### src/rtl/sram_port_arbiter.sv
// sram_port_arbiter: shares one single-port SRAM among NUM_REQ valid/ready
// requesters. Round-robin grant with an optional bounded burst lock, one
// registered command stage onto the SRAM pins, and a tag pipeline that steers
// read data back to the requester that issued it.
module sram_port_arbiter #(
  parameter int NUM_REQ   = 3,
  parameter int DATA_BIT  = 128,
  parameter int DEPTH     = 512,
  parameter int ADDR_BIT  = $clog2(DEPTH),
  parameter int RD_LAT    = 2,
  parameter int MAX_BURST = 8
) (
  input  logic                         clk,
  input  logic                         rst_n,
  input  logic [NUM_REQ-1:0]           req_valid,
  output logic [NUM_REQ-1:0]           req_ready,
  input  logic [NUM_REQ-1:0]           req_wen,
  input  logic [NUM_REQ-1:0]           req_lock,
  input  logic [NUM_REQ*ADDR_BIT-1:0]  req_addr,
  input  logic [NUM_REQ*DATA_BIT-1:0]  req_wdata,
  output logic [NUM_REQ-1:0]           rsp_valid,
  output logic [DATA_BIT-1:0]          rsp_data,
  output logic [ADDR_BIT-1:0]          sram_addr,
  output logic                         sram_wen,
  output logic                         sram_ren,
  output logic [DATA_BIT-1:0]          sram_wdata,
  input  logic [DATA_BIT-1:0]          sram_rdata,
  output logic                         busy
);

  localparam int PTR_W = (NUM_REQ > 1) ? $clog2(NUM_REQ) : 1;
  localparam int CNT_W = $clog2(MAX_BURST + 1);
  localparam int LAST  = RD_LAT - 1;

  typedef enum logic {ST_ARB, ST_LOCK} state_e;

  state_e              state_q, state_d;
  logic [PTR_W-1:0]    owner_q, owner_d;
  logic [CNT_W-1:0]    cnt_q, cnt_d;
  logic [PTR_W-1:0]    rr_q, rr_d;

  logic [ADDR_BIT-1:0] sram_addr_q, sram_addr_d;
  logic [DATA_BIT-1:0] sram_wdata_q, sram_wdata_d;
  logic                sram_wen_q, sram_wen_d;
  logic                sram_ren_q, sram_ren_d;
  logic [PTR_W-1:0]    iss_id_q, iss_id_d;

  logic [RD_LAT-1:0]   tag_vld_q;
  logic [PTR_W-1:0]    tag_id_q [RD_LAT];
  logic [DATA_BIT-1:0] rsp_hold_q;

  logic [NUM_REQ-1:0]  gnt;
  logic [PTR_W-1:0]    gnt_idx;
  logic                hs;
  logic                found;
  logic [PTR_W:0]      scan_sum;
  logic [PTR_W-1:0]    scan_idx;
  logic                rsp_fire;

  // Grant: locked owner only, otherwise first valid requester from rr_q upward.
  always_comb begin
    gnt      = '0;
    gnt_idx  = '0;
    found    = 1'b0;
    scan_sum = '0;
    scan_idx = '0;
    if (state_q == ST_LOCK) begin
      gnt[owner_q] = req_valid[owner_q];
      gnt_idx      = owner_q;
    end else begin
      for (int k = 0; k < NUM_REQ; k++) begin
        scan_sum = {1'b0, rr_q} + (PTR_W+1)'(k);
        if (scan_sum >= (PTR_W+1)'(NUM_REQ)) scan_sum = scan_sum - (PTR_W+1)'(NUM_REQ);
        scan_idx = scan_sum[PTR_W-1:0];
        if (!found && req_valid[scan_idx]) begin
          gnt[scan_idx] = 1'b1;
          gnt_idx       = scan_idx;
          found         = 1'b1;
        end
      end
    end
  end

  assign req_ready = gnt;
  assign hs        = |gnt;

  // Lock FSM, burst counter and round-robin pointer next state.
  always_comb begin
    state_d = state_q;
    owner_d = owner_q;
    cnt_d   = cnt_q;
    rr_d    = rr_q;
    if (hs) rr_d = (gnt_idx == PTR_W'(NUM_REQ - 1)) ? '0 : gnt_idx + PTR_W'(1);
    case (state_q)
      ST_ARB: begin
        if (hs && req_lock[gnt_idx] && (MAX_BURST > 1)) begin
          state_d = ST_LOCK;
          owner_d = gnt_idx;
          cnt_d   = CNT_W'(1);
        end
      end
      ST_LOCK: begin
        if (!req_valid[owner_q]) begin
          state_d = ST_ARB;
          cnt_d   = '0;
        end else if (!req_lock[owner_q] || cnt_q == CNT_W'(MAX_BURST - 1)) begin
          // Owner released the lock or just used its last burst slot.
          state_d = ST_ARB;
          cnt_d   = '0;
        end else begin
          cnt_d = cnt_q + CNT_W'(1);
        end
      end
      default: begin
        state_d = ST_ARB;
        cnt_d   = '0;
      end
    endcase
  end

  // Command stage: capture the granted request; strobes drop when idle.
  always_comb begin
    sram_addr_d  = sram_addr_q;
    sram_wdata_d = sram_wdata_q;
    sram_wen_d   = 1'b0;
    sram_ren_d   = 1'b0;
    iss_id_d     = iss_id_q;
    for (int i = 0; i < NUM_REQ; i++) begin
      if (gnt[i]) begin
        sram_addr_d  = req_addr[i*ADDR_BIT +: ADDR_BIT];
        sram_wdata_d = req_wdata[i*DATA_BIT +: DATA_BIT];
        sram_wen_d   = req_wen[i];
        sram_ren_d   = ~req_wen[i];
        iss_id_d     = PTR_W'(i);
      end
    end
  end

  // Control and command registers.
  always_ff @(posedge clk or negedge rst_n) begin
    if (!rst_n) begin
      state_q      <= ST_ARB;
      owner_q      <= '0;
      cnt_q        <= '0;
      rr_q         <= '0;
      sram_addr_q  <= '0;
      sram_wdata_q <= '0;
      sram_wen_q   <= 1'b0;
      sram_ren_q   <= 1'b0;
      iss_id_q     <= '0;
    end else begin
      state_q      <= state_d;
      owner_q      <= owner_d;
      cnt_q        <= cnt_d;
      rr_q         <= rr_d;
      sram_addr_q  <= sram_addr_d;
      sram_wdata_q <= sram_wdata_d;
      sram_wen_q   <= sram_wen_d;
      sram_ren_q   <= sram_ren_d;
      iss_id_q     <= iss_id_d;
    end
  end

  // Read tag pipeline: follows each issued read for RD_LAT cycles so the tag
  // lines up with the SRAM output; reset drops every outstanding read.
  always_ff @(posedge clk or negedge rst_n) begin
    if (!rst_n) begin
      tag_vld_q <= '0;
      for (int s = 0; s < RD_LAT; s++) tag_id_q[s] <= '0;
    end else begin
      tag_vld_q[0] <= sram_ren_q;
      tag_id_q[0]  <= iss_id_q;
      for (int s = 1; s < RD_LAT; s++) begin
        tag_vld_q[s] <= tag_vld_q[s-1];
        tag_id_q[s]  <= tag_id_q[s-1];
      end
    end
  end

  assign rsp_fire = tag_vld_q[LAST];

  // Keep the last returned word so rsp_data is stable between responses.
  always_ff @(posedge clk or negedge rst_n) begin
    if (!rst_n) rsp_hold_q <= '0;
    else if (rsp_fire) rsp_hold_q <= sram_rdata;
  end

  // Response steering: one-hot valid to the issuer, SRAM data passed through.
  always_comb begin
    rsp_valid = '0;
    for (int i = 0; i < NUM_REQ; i++)
      rsp_valid[i] = rsp_fire && (tag_id_q[LAST] == PTR_W'(i));
  end

  assign rsp_data   = rsp_fire ? sram_rdata : rsp_hold_q;
  assign sram_addr  = sram_addr_q;
  assign sram_wdata = sram_wdata_q;
  assign sram_wen   = sram_wen_q;
  assign sram_ren   = sram_ren_q;
  assign busy       = sram_wen_q | sram_ren_q | (|tag_vld_q);

endmodule

### config.mk
export PLATFORM = sky130hd
export DESIGN_NAME = sram_port_arbiter
export DESIGN_NICKNAME = d
export VERILOG_FILES = /design/src/rtl/sram_port_arbiter.sv
export SDC_FILE = /design/constraint.sdc
export NUM_CORES = 1
export LEC_CHECK = 0
export ABC_AREA = 1
export CORE_AREA = 2 2 324 326
export DETAILED_ROUTE_END_ITERATION = 12
export DIE_AREA = 0 0 326 328
export PLACE_DENSITY_LB_ADDON = 0.25
export SKIP_CTS_REPAIR_TIMING = 1
export SYNTH_ARGS = -nofsm -noshare
export SYNTH_HDL_FRONTEND = slang
export SYNTH_SLANG_ARGS = --single-unit
export TNS_END_PERCENT = 1
### constraint.sdc
create_clock -name clk -period 6.9 [get_ports clk]
set_input_delay 2.07 -clock clk [delete_from_list [all_inputs] [get_ports clk]]
set_output_delay 2.07 -clock clk [all_outputs]
set_load 0.1 [all_outputs]
**Word level (Yosys, flattened, before mapping)**

Cells that the tools add are included.

- Magnitude comparators: 12
- Add/sub/neg operators: 7
- Reduce and logical (&&, ||, !) cells: 19
- Eq/ne operators: 5
- Bitwise gates (word level): 9
- Mux-type cells: 65

Operator list:

| operator | number |
|---|---|
| 128-bit two-way mux | 4 |
| 2-bit two-way mux | 14 |
| 9-bit two-way mux | 3 |
| 1-bit two-way mux | 23 |
| 3-bit two-way mux | 6 |
| 2-bit by 3-bit < comparator with 1-bit output, second input constant | 5 |
| 1-bit binary-select mux with 2-bit select | 6 |
| 4-bit two-way mux | 3 |
| 1-bit logical AND | 10 |
| 1-bit demux with 2-bit select | 4 |
| 2-bit by 1-bit greater-or-equal comparator with 1-bit output, second input constant | 4 |
| 4-bit one-hot mux with 2 select lines | 1 |
| 3-bit by 2-bit greater-or-equal comparator with 1-bit output, second input constant | 2 |
| 3-bit bitwise OR | 2 |
| 2-bit subtractor, second input constant | 3 |
| 4-bit by 1-bit adder with 4-bit output, second input constant | 1 |
| 2-bit equality test, second input constant | 2 |
| 4-bit by 3-bit equality test with 1-bit output, second input constant | 1 |
| 1-bit inverter | 4 |
| 2-bit by 1-bit adder with 3-bit output, second input constant | 1 |
| 2-bit by 2-bit adder with 3-bit output, second input constant | 1 |
| 3-bit bitwise AND | 1 |
| 1-bit zero test | 3 |
| 3-bit nonzero test | 1 |
| 11 further kinds | 12 |

- Word-level logic and storage cells: 130
- Input bits: 550
- Flip-flop bits (word level): 284

**Depth between registers and ports, before layout**

- Depth in word-level cells: 20
- Depth in mapped cells: 20

**Worst setup path after synthesis**

No wires, ideal clock.

- Kind: input port to output port
- Start: input port req_valid[0]
- End: output port req_ready[0]
- Path buffers: 0
- Cell stages on the path: 2
- Data arrival time: 4249 ps
- Slack: 581 ps
- Required time: 4830 ps
- Path through: nand2_1 -> o21ai_0

- Longest elaborated chain between the ends: 12
- Elaborated cells on any way between the ends: 25
- Classes of those cells: mux (18); bitwise (3); reduce/logical (4)

RTL lines:

| what | line | RTL |
|---|---|---|
| start: declaration | 15 | `input logic [NUM_REQ-1:0] req_valid,` |
| 1-bit binary-select mux with 2-bit select | 75 | `if (!found && req_valid[scan_idx]) begin` |
| 1-bit two-way mux (not written as such) | 75 |  |
| 1-bit two-way mux | 75 |  |
| 1-bit two-way mux | 67 | `if (state_q == ST_LOCK) begin` |
| 1-bit zero test | 75 |  |
| 1-bit logical AND | 75 |  |
| 1-bit two-way mux | 75 |  |
| 1-bit two-way mux | 67 |  |
| 1-bit zero test | 75 |  |
| 1-bit logical AND | 75 |  |
| 3-bit two-way mux | 75 |  |
| 3-bit two-way mux * | 67 |  |
| end: declaration | 16 | `output logic [NUM_REQ-1:0] req_ready,` |

Every way passes the cells marked *; elsewhere a longest branch is shown, timed or not. The select of a mux whose other input is x is not followed.

**Worst setup path in the final report**

- Start: input port req_valid[2]
- End: output port req_ready[0]

The elaborated chain is that of the path after synthesis.

==> flow_metrics.tcl <==
set metrics [dict create \
    pin_count 824 \
    drtAntennaViolNets 0 \
    ys_warn_count 0 \
    cp-start-kind "input port" \
    tightest_slew_ns 1.172 \
    async_flop_share 1.000 \
    drv_cap 0 \
    clock_path_buffers 3 \
    cts_tree "built" \
    filler_cell_count 11480 \
    hold_viol 0 \
    r2r_cells 17 \
    gp_congestion 0.8199 \
    hold_depth 0 \
    place_inst 4001 \
    dr.pass1.iters 4 \
    drtIter0Drc 653 \
    run_status "completed" \
    grt_usage 0.1309 \
    core-area_um2 103200 \
    setup_violations 0 \
    worst-endpoint-required_ns 4.83 \
    synth_edf_count 0 \
    finalSetupTns_ns 0 \
    cts-root-buf "clkbuf_16" \
    nets 3218 \
    synth_area_per_cell_um2 7.254 \
    slew_viol_final 0 \
    syn-instance-count 1889 \
    post_drt_wl_per_cell_um 17.91 \
    vias_per_cell 3.624 \
    preCtsSetupSlack_ns 0.9973 \
    vias 14780 \
    clk_latency_ns 0.58 \
    synth-seq-cells 284 \
    path_class "in -> out" \
    antenna_found_initial 3 \
    synth_nets 2444 \
    start_util 0.1328 \
    numClockSinks 284 \
    grt_max_degree 142 \
    fin_cells 4077 \
    dp.final_hpwl_mm 55.42 \
    drive_gt1_frac 0.09800 \
    holdWs_ns 0.3577 \
    wl_mm 73.03 \
    drc_errors 0 \
    overflow 0 \
    worstHoldPathType "reg -> reg" \
    clock_skew_ns 0.03073 \
    synth_ff_type "dfrtp_1" \
    finalWorstSetupSlack_ns 0.9769 \
    clk_pin_slew_ns 0.06 \
    synth_cell_types 32 \
    rsz0062_at_grt "no" \
    clock.fmax_mhz 168.8 \
    layout_min_cycle_time_ns 5.923 \
    crit_path_end_kind "primary output" \
    die_x_um 326 \
    row_count 118 \
    htree_levels 2 \
    port_buffers 823 \
    r2r_slack_ns 3.43 \
    arrival_ns 3.85 \
    numCtsBuffers 40 \
    fin_crit_sh 0.8584 \
    grt_pass1_wl_mm 104.1 \
    synth_area_um2 13700 \
    die-area_um2 106900 \
    die_height_um 328 \
    area_growth_pct 78.76 \
    grt_pass1_vias 14860 \
    yosysSeqAreaShare 0.5186 \
    crit_path_max_fanout 9 \
    slew-limit-headroom 0.2161 \
]
-- cells by family after synthesis --
kind of cell | after synthesis | share of synthesized area
xor gates and xnor gates | 1 | 0.0006393
adders and majority gates | 5 | 0.004565
AOI/OAI and AO/OA | 20 | 0.01014
DFF | 284 | 0.5186
buffers and inverters | 132 | 0.04940
and+or+nand+nor | 1447 | 0.4166
-- layout by cell type (no fill, tap or decap), drive strengths merged --
cell type,instances
nand3b,1
inv,24
nand2,1269
nor2,10
or4,1
clkinv,8
dfrtp,284
nor3,3
bufinv,6
nand3,159
clkdlybuf4s50,674
ha,5
a21oi,7
diode,3
or2,1
buf,165
xnor2,1
clkbuf,60
nand4,3
o21ai,11
a31oi,1
o311ai,1
-- metal layers --
layer | track usage | wire [um] | vias up
li1 | - | - | 7377
met1 | 0.1580 | 30250 | 6766
met2 | 0.2218 | 35320 | 541
met3 | 0.03979 | 5266 | 87
met4 | 0.04168 | 2171 | 4
met5 | 0 | 24 | -
-- cells in the mapped netlist (2+ instances only) --
library cell	count	area, um^2
nand2_2	11	68.82
nor3_1	3	15.01
nand4_1	3	18.77
inv_1	14	52.55
clkinv_1	2	7.510
buf_2	48	240.2
nand2_1	1257	4718
o21ai_0	8	40.04
o21ai_2	2	17.52
nor2_1	10	37.54
inv_2	9	33.78
a21oi_4	2	32.53
buf_6	7	78.83
dfrtp_1	284	7107
a21oi_1	4	20.02
clkbuf_1	30	112.6
nand3_1	156	780.8
nand3_2	2	20.02
ha_1	5	62.56
buf_4	14	105.1
buf_1	7	26.28
-- worst max-delay path, stage by stage --
cell             delay [ns]
clkdlybuf4s50_1        0.59
inv_2                  0.06
o21ai_2                0.15
nand2_4                0.11
inv_2                  0.06
nand2_1                0.05
nand2_1                0.09
clkinv_1               0.07
o21ai_2                0.08
nand2_1                0.07
o21ai_0                0.11
buf_4                  0.33
-- registers in the layout, indices dropped and copies added, names as in the netlist --
name / flops
cnt_q: 4
iss_id_q: 2
owner_q: 2
rr_q: 2
rsp_hold_q: 128
sram_addr: 9
sram_ren: 1
sram_wdata: 128
sram_wen: 1
state_q: 1
tag_id_q: 4
tag_vld_q: 2
-- final timing paths --
check / from / endpoint
max in group asynchronous: rst_n / tag_vld_q[1]$_DFF_PN0_
worst max-delay path: req_valid[2] / req_ready[0]
worst max register to register: rr_q[0]$_DFFE_PN0P_ / sram_wdata[26]$_DFFE_PN0P_
worst min-delay path: tag_id_q[3]$_DFF_PN0_ / tag_id_q[1]$_DFF_PN0_
min in group asynchronous: rst_n / rsp_hold_q[84]$_DFF_PN0_
worst min register to register: tag_id_q[3]$_DFF_PN0_ / tag_id_q[1]$_DFF_PN0_
-- through the flow --
stage | util | instance area, um^2
final | 0.2374 | 24500
after global routing | 0.2373 | 24490
after CTS | 0.2373 | 24490
after detailed placement | 0.2231 | 23020
after global placement | 0.2231 | 23020
after floorplan | - | 13700
-- final cells by class --
class                   count  area [um^2]  area share
repair buffers            839         8130      0.3319
flip-flops and latches    284         7111      0.2903
multi-input cells        1473         5941      0.2425
well taps                1380         1727     0.07049
clock buffers              60         1239     0.05057
clock inverters            13        230.2    0.009398
inverters                  25        111.4    0.004546
diodes                      3        7.507   0.0003065
Power is left out: the tool's default activity adds up to more than one toggle a clock period on the data nets, which glitch-free logic cannot reach.
